[src/rtl/vga_timing_gen_pkg.sv]
// Shared VGA timing constants, scan types and a window-decode helper used by the
// timing generator, renderers and ROM address logic.
package vga_timing_gen_pkg;

   localparam int CNT_W = 10;

   // Standard 640x480@60 timing, 25 MHz pixel clock from a 100 MHz master clock.
   localparam int CLK_DIV_DEF  = 4;
   localparam int H_SYNC_DEF   = 96;
   localparam int H_BP_DEF     = 48;
   localparam int H_ACTIVE_DEF = 640;
   localparam int H_FP_DEF     = 16;
   localparam int V_SYNC_DEF   = 2;
   localparam int V_BP_DEF     = 33;
   localparam int V_ACTIVE_DEF = 480;
   localparam int V_FP_DEF     = 10;

   localparam int H_TOTAL_DEF = H_SYNC_DEF + H_BP_DEF + H_ACTIVE_DEF + H_FP_DEF;  // 800
   localparam int V_TOTAL_DEF = V_SYNC_DEF + V_BP_DEF + V_ACTIVE_DEF + V_FP_DEF;  // 525

   // Visible-area origin and last visible pixel, for renderers: (144,35)..(783,514).
   localparam int H_VIS_LO_DEF = H_SYNC_DEF + H_BP_DEF;
   localparam int H_VIS_HI_DEF = H_VIS_LO_DEF + H_ACTIVE_DEF - 1;
   localparam int V_VIS_LO_DEF = V_SYNC_DEF + V_BP_DEF;
   localparam int V_VIS_HI_DEF = V_VIS_LO_DEF + V_ACTIVE_DEF - 1;

   typedef logic [CNT_W-1:0] cnt_t;

   // Registered per-pixel decode; sync fields are already active-low.
   typedef struct packed {
      logic bright;
      logic h_sync;
      logic v_sync;
   } scan_flags_t;

   // Inclusive window test on an unsigned count.
   function automatic logic in_window(cnt_t val, int lo, int hi);
      return (int'(val) >= lo) && (int'(val) <= hi);
   endfunction

endpackage

[src/rtl/vga_timing_gen_if.sv]
// Pixel-scan interface: the timing generator drives it, rgb producers listen.
interface vga_timing_gen_if;
   import vga_timing_gen_pkg::*;

   logic pix_en;
   cnt_t hCount;
   cnt_t vCount;
   logic bright;
   logic hSync;
   logic vSync;
   logic line_tick;
   logic frame_tick;

   modport master (
      output pix_en, hCount, vCount, bright, hSync, vSync, line_tick, frame_tick
   );

   modport slave (
      input  pix_en, hCount, vCount, bright, hSync, vSync, line_tick, frame_tick
   );

endinterface

[src/rtl/vga_timing_gen_clk_en_div.sv]
// Strobe divider: one-clock enable every DIV clocks, first strobe DIV clocks after
// reset release. Also reused for slow movement enables driven off frame_tick.
module vga_timing_gen_clk_en_div #(
   parameter int DIV = 4
) (
   input  logic clk,
   input  logic rst_n,
   output logic en
);

   localparam int W = (DIV > 1) ? $clog2(DIV) : 1;
   localparam logic [W-1:0] LAST = W'(DIV - 1);

   logic [W-1:0] div_cnt;

   // Free-running 0..DIV-1 counter.
   always_ff @(posedge clk or negedge rst_n) begin
      if (!rst_n)
         div_cnt <= '0;
      else if (div_cnt == LAST)
         div_cnt <= '0;
      else
         div_cnt <= div_cnt + 1'b1;
   end

   // Strobe is a pure decode of the last count, so it is low whenever div_cnt is reset.
   assign en = (div_cnt == LAST);

endmodule

[src/rtl/vga_timing_gen.sv]
// VGA timing generator: pixel-rate strobe, h/v scan counters and registered
// sync/bright/tick decode. All decode is taken from next-state counts so every
// flag lines up with the counts currently on the ports.
module vga_timing_gen
   import vga_timing_gen_pkg::*;
#(
   parameter int CLK_DIV  = CLK_DIV_DEF,
   parameter int H_SYNC   = H_SYNC_DEF,
   parameter int H_BP     = H_BP_DEF,
   parameter int H_ACTIVE = H_ACTIVE_DEF,
   parameter int H_FP     = H_FP_DEF,
   parameter int V_SYNC   = V_SYNC_DEF,
   parameter int V_BP     = V_BP_DEF,
   parameter int V_ACTIVE = V_ACTIVE_DEF,
   parameter int V_FP     = V_FP_DEF
) (
   input  logic              clk,
   input  logic              rst_n,
   vga_timing_gen_if.master  scan
);

   localparam int H_TOTAL  = H_SYNC + H_BP + H_ACTIVE + H_FP;
   localparam int V_TOTAL  = V_SYNC + V_BP + V_ACTIVE + V_FP;
   localparam int H_VIS_LO = H_SYNC + H_BP;
   localparam int H_VIS_HI = H_VIS_LO + H_ACTIVE - 1;
   localparam int V_VIS_LO = V_SYNC + V_BP;
   localparam int V_VIS_HI = V_VIS_LO + V_ACTIVE - 1;

   localparam cnt_t H_LAST = cnt_t'(H_TOTAL - 1);
   localparam cnt_t V_LAST = cnt_t'(V_TOTAL - 1);

   logic        pix_en;
   cnt_t        h_cnt, v_cnt;
   cnt_t        h_nxt, v_nxt;
   logic        h_wrap, v_wrap;
   scan_flags_t flags, flags_nxt;
   logic        line_tick, frame_tick;

   vga_timing_gen_clk_en_div #(.DIV(CLK_DIV)) u_div (
      .clk   (clk),
      .rst_n (rst_n),
      .en    (pix_en)
   );

   assign h_wrap = (h_cnt == H_LAST);
   assign v_wrap = (v_cnt == V_LAST);

   // Next-state scan position; vertical only moves on a horizontal wrap.
   always_comb begin
      h_nxt = h_cnt;
      v_nxt = v_cnt;
      if (pix_en) begin
         h_nxt = h_wrap ? '0 : h_cnt + 1'b1;
         if (h_wrap)
            v_nxt = v_wrap ? '0 : v_cnt + 1'b1;
      end
   end

   // Scan counter registers.
   always_ff @(posedge clk or negedge rst_n) begin
      if (!rst_n) begin
         h_cnt <= '0;
         v_cnt <= '0;
      end else begin
         h_cnt <= h_nxt;
         v_cnt <= v_nxt;
      end
   end

   // Decode from the next-state counts so the registered flags have zero skew.
   always_comb begin
      flags_nxt        = '0;
      flags_nxt.h_sync = ~(h_nxt < cnt_t'(H_SYNC));
      flags_nxt.v_sync = ~(v_nxt < cnt_t'(V_SYNC));
      flags_nxt.bright = in_window(h_nxt, H_VIS_LO, H_VIS_HI) &&
                         in_window(v_nxt, V_VIS_LO, V_VIS_HI);
   end

   // Registered flags and one-clock ticks marking the line/frame wrap.
   always_ff @(posedge clk or negedge rst_n) begin
      if (!rst_n) begin
         flags      <= '0;
         line_tick  <= 1'b0;
         frame_tick <= 1'b0;
      end else begin
         flags      <= flags_nxt;
         line_tick  <= pix_en & h_wrap;
         frame_tick <= pix_en & h_wrap & v_wrap;
      end
   end

   assign scan.pix_en     = pix_en;
   assign scan.hCount     = h_cnt;
   assign scan.vCount     = v_cnt;
   assign scan.bright     = flags.bright;
   assign scan.hSync      = flags.h_sync;
   assign scan.vSync      = flags.v_sync;
   assign scan.line_tick  = line_tick;
   assign scan.frame_tick = frame_tick;

endmodule
[src/flat_wrapper.sv]
// flat-port wrapper written by rule: the top's interface ports become plain ports
module vga_timing_gen_flat import vga_timing_gen_pkg::*;
#(
   parameter int CLK_DIV  = CLK_DIV_DEF,
   parameter int H_SYNC   = H_SYNC_DEF,
   parameter int H_BP     = H_BP_DEF,
   parameter int H_ACTIVE = H_ACTIVE_DEF,
   parameter int H_FP     = H_FP_DEF,
   parameter int V_SYNC   = V_SYNC_DEF,
   parameter int V_BP     = V_BP_DEF,
   parameter int V_ACTIVE = V_ACTIVE_DEF,
   parameter int V_FP     = V_FP_DEF
)
  (clk, rst_n, scan_pix_en, scan_hCount, scan_vCount, scan_bright, scan_hSync, scan_vSync, scan_line_tick, scan_frame_tick);
  vga_timing_gen_if scan_i ();
  input  logic clk;
  input  logic rst_n;
  output wire logic [$bits(scan_i.pix_en)-1:0] scan_pix_en;
  output wire logic [$bits(scan_i.hCount)-1:0] scan_hCount;
  output wire logic [$bits(scan_i.vCount)-1:0] scan_vCount;
  output wire logic [$bits(scan_i.bright)-1:0] scan_bright;
  output wire logic [$bits(scan_i.hSync)-1:0] scan_hSync;
  output wire logic [$bits(scan_i.vSync)-1:0] scan_vSync;
  output wire logic [$bits(scan_i.line_tick)-1:0] scan_line_tick;
  output wire logic [$bits(scan_i.frame_tick)-1:0] scan_frame_tick;
  assign scan_pix_en = scan_i.pix_en;
  assign scan_hCount = scan_i.hCount;
  assign scan_vCount = scan_i.vCount;
  assign scan_bright = scan_i.bright;
  assign scan_hSync = scan_i.hSync;
  assign scan_vSync = scan_i.vSync;
  assign scan_line_tick = scan_i.line_tick;
  assign scan_frame_tick = scan_i.frame_tick;
  vga_timing_gen #(.CLK_DIV(CLK_DIV), .H_SYNC(H_SYNC), .H_BP(H_BP), .H_ACTIVE(H_ACTIVE), .H_FP(H_FP), .V_SYNC(V_SYNC), .V_BP(V_BP), .V_ACTIVE(V_ACTIVE), .V_FP(V_FP)) u_core (.clk(clk), .rst_n(rst_n), .scan(scan_i));
endmodule
[config.mk]
export PLATFORM = sky130hd
export DESIGN_NAME = vga_timing_gen_flat
export DESIGN_NICKNAME = d
export VERILOG_FILES = /design/src/rtl/vga_timing_gen_pkg.sv /design/src/rtl/vga_timing_gen_if.sv /design/src/rtl/vga_timing_gen_clk_en_div.sv /design/src/rtl/vga_timing_gen.sv /design/src/flat_wrapper.sv
export SDC_FILE = /design/constraint.sdc
export NUM_CORES = 1
export LEC_CHECK = 0
export CAP_MARGIN = 20
export CORE_MARGIN = 2
export CORE_UTILIZATION = 45
export DETAILED_ROUTE_END_ITERATION = 7
export PLACE_DENSITY = 0.72
export SETUP_SLACK_MARGIN = 0.1
export SYNTH_ARGS = -nofsm -noshare
export SYNTH_HDL_FRONTEND = slang
export SYNTH_SLANG_ARGS = --single-unit
[constraint.sdc]
create_clock -name clk -period 2.6 [get_ports clk]
set_input_delay 0.52 -clock clk [delete_from_list [all_inputs] [get_ports clk]]
set_output_delay 0.52 -clock clk [all_outputs]
set_load 0.01 [all_outputs]
==> results by group <==
Floorplanning
  • Row cnt: 20
  • Die extent in y: 59.71 um
  • Die area: 3565 um2
  • Die Wd: 59.71 um
  • Initial Util: 46.50%
  • Io pins: 28
  • Core area: 3003 um2

Route
  • Routed WL: 3.440 mm
  • Via count: 1261
  • Routed Antenna Nets: 0
  • Drt wl/cell: 15.43 um
  • DRC viols: 0
  • Via density per instance: 5.655
  • DRT iter0 DRCs: 49
  • Initial DRT Pass Iterations: 4

Synthesis
  • Avg Cell Area, Syn: 9.833 um2
  • Async S/R FF share, synth: 100.0%
  • Primary FF master, synth: dfrtp_1
  • Cells after Synth: 142
  • Ys Warns: 0
  • Syn_nets: 148
  • Sequential area share after synthesis: 48.39%
  • Post-synth cell types: 40
  • Synth Cell Area: 1396 um2
  • #FFs+latches synth: 27
  • Number of synthesized flops with an enable pin: 0

Global routing
  • First-pass GRT wire length: 5.637 mm
  • Gr usage total: 21.21%
  • Vias in the first global route: 1247
  • Largest net degree at the start of global routing: 28
  • Initial antenna violation count: 0
  • Global route overflow: 0

Power
  • Switching pwr: 0.1354 mW
  • Clock share of power: 30.3%
  • Internal: 0.4825 mW
  • Comb power frac: 1.7%
  • Worst VDD drop: 0.2447 mV
  • Reg power frac: 68.0%
  • Switching portion of total power: 21.91%
  • PD cells: 322.2 nW/um2
  • Leakage power: 0.8743 nW

Clock tree
  • CTS Sinks: 27
  • CTS buffer count: 3
  • CTS tree: done
  • Buffers from clock root to sink, at most: 2
  • Post-CTS setup repair buffer count: 0
  • Root Buffer: clkbuf_4
  • Worst-path clk slew: 0.16 ns
  • Maximum level of the CTS H-tree: 1
  • Clk Latency, worst-skew pair: 0.33 ns
  • Cts hold-fix bufs: 0

Finish
  • Fin area: 1918 um2
  • Nets: 197
  • Antenna diode count: 0
  • Area growth syn-to-layout: 37.37%
  • Share of cells above drive strength 1: 21.05%

Worst setup path
  • CP top delay family: simple AND/OR/NAND/NOR gates
  • Kind of critical path: flip-flop to flip-flop
  • Slowest CP cell: or4b_4
  • Startpoint Class: flip-flop
  • Worst path max stage delay: 0.56 ns
  • WP data required: 2.87 ns
  • CP Cell Sequence: or4b_4 -> or3_4 -> a221o_1 -> nor4_2 -> nand2_1 -> mux2_4 -> a211oi_2
  • Critical path capture point type: flip-flop
  • R2R Path End: u_core.scan.bright
  • R2r setup slk: 0.002 ns
  • CP Buf/Inv Count: 0
  • Crit-path max FO: 5
  • Reg2Reg Depth: 7
  • Worst R2R Start: u_core.scan.hCount[6]
  • CP arrival: 2.87 ns

STA
  • Fin Setup TNS: 0 ns
  • Final hold slack: 0.4418 ns
  • Clock skew: 0.01588 ns
  • Headroom to the max-slew limit: 72.13%
  • Pin slew with the least headroom to its limit: 0.4143 ns
  • Final WS setup: 0.002342 ns
  • RSZ-0062 raised after global routing: true
  • Max Fclk: 0.3850 GHz
  • Slew Limit Fails: 0
  • Final setup fails: 0
  • Hold Fails Final Rpt: 0
  • Tmin final: 2.598 ns
  • Tcrit/Tclk final: 99.91%

Min path
  • Worst hold path class: flip-flop to flip-flop
  • Hold Path End: u_core.u_div.div_cnt[0]
  • Min-Delay Startpoint: u_core.u_div.div_cnt[0]
  • Hold path cells: 1

Placed design
  • GP Congestion: 0.9154
  • I/O Buffers: 27
  • Cell Area, Placed: 1843 um2
  • Post-Place Setup Slack: -0.03562 ns
  • DP HPWL: 2.475 mm

Outcome
  • Status: completed

Job
  • Max cap viols: 0
==> stage by stage <==
step	total power, mW	util, %	cells
6_report	0.6179	63.88	223
5_1_grt	0.6391	63.88	223
4_1_cts	0.6229	63.08	223
3_5_place_dp	0.4392	61.38	219
3_3_place_gp	0.4387	61.38	219
2_1_floorplan	0.4280	-	142
==> synthesized netlist by cell type (2+ instances only) <==
cell	count	share of area [%]
or3_1	3	1.3
inv_2	2	0.54
nand3_1	9	3.2
nand2b_1	2	0.90
o41ai_1	2	1.3
o21ai_1	4	1.4
or2_2	2	0.90
a21oi_1	3	1.1
ha_1	4	3.6
nor2_1	9	2.4
or4_1	2	1.1
dfrtp_1	27	48
nor4_1	6	2.7
nand4_1	7	3.1
inv_1	6	1.6
nand2_1	15	4.0
nor3_1	5	1.8
xnor2_1	5	3.1
xor2_1	5	3.1
o21ai_0	4	1.4
==> state kept, by name, summed over array words and instances, names as in the netlist <==
name,count
u_core.u_div.div_cnt,2
u_core.scan.hCount,10
u_core.scan.bright,1
u_core.scan.frame_tick,1
u_core.scan.vCount,10
u_core.scan.hSync,1
u_core.scan.vSync,1
u_core.scan.line_tick,1
==> metal layers <==
layer	global-route usage [%]	share of wire, %	vias up
met2	34.94	48	43
met1	28.49	45	601
met5	0	0	-
li1	-	-	610
met3	2.381	4.7	7
met4	8.254	1.8	0
==> worst register-to-register path, stage by stage (launching register included) <==
cell      delay [ns]
dfrtp_1         0.42
or4b_4          0.56
or3_4           0.39
a221o_1         0.37
nor4_2          0.20
nand2_1         0.11
mux2_4          0.31
a211oi_2        0.16
==> cell type report <==
| cell class | instances | area (um2) |
|---|---|---|
| sequential | 27 | 678.2 |
| fill | 255 | 1085 |
| multi-input combinational | 103 | 706.9 |
| timing repair buffer | 48 | 435.4 |
| inverter | 8 | 30.03 |
| clock buffer | 4 | 26.28 |
| tap | 33 | 41.29 |
==> worst max-delay path by stage <==
stage / from / to / slack [ns] / depth (start not counted)
3_5_place_dp: u_core.scan.hCount[7] / u_core.scan.bright / -0.04 / 7
3_3_place_gp: u_core.scan.hCount[7] / u_core.scan.bright / 0.01 / 8
4_1_cts: u_core.scan.hCount[7] / u_core.scan.bright / 0.02 / 8
6_report: u_core.scan.hCount[6] / u_core.scan.bright / 0.002 / 7
2_1_floorplan: u_core.scan.hCount[7] / u_core.scan.bright / -0.08 / 9
5_1_grt: u_core.scan.hCount[7] / u_core.scan.bright / -0.12 / 8
==> what timing repair did <==
| action | CTS | global route |
|---|---|---|
| gates resized for setup | 4 | 5 |
| endpoints found under the hold margin | 0 | 0 |
| endpoints found under the setup margin | 1 | 1 |
==> cell families (layout without fill, tap and decap cells) <==
| kind of cell | count (synthesis) | after routing | synth area share (%) |
|---|---|---|---|
| buffers and inverters | 12 | 60 | 3.852 |
| AND/OR/NAND/NOR | 65 | 65 | 25.00 |
| flip-flops | 27 | 27 | 48.39 |
| XOR/XNOR | 10 | 10 | 6.272 |
| multiplexers | 3 | 3 | 2.598 |
| AO/OA/AOI/OAI | 21 | 21 | 10.31 |
| adder cells (fa/ha/maj) | 4 | 4 | 3.584 |
==> power groups by stage <==
stage | clock network (mW) | registers [mW] | logic (mW)
floorplan | 0 | 0.428 | 0.000000292
global placement | 0 | 0.428 | 0.0108
detailed placement | 0 | 0.428 | 0.0113
CTS | 0.191 | 0.420 | 0.0114
global route | 0.206 | 0.420 | 0.0124
finish | 0.187 | 0.420 | 0.0104
==> cells in the final DEF, fill, tap and decap left out, types with 6 or more instances in the layout <==
cell             instances
clkdlybuf4s50_1         27
dfrtp_1                 25
nand4_1                  7
inv_1                    6
buf_4                   19
nor2_1                   9
nand2_1                 15
nand3_1                  9
Power figures use the tool's default switching activity.
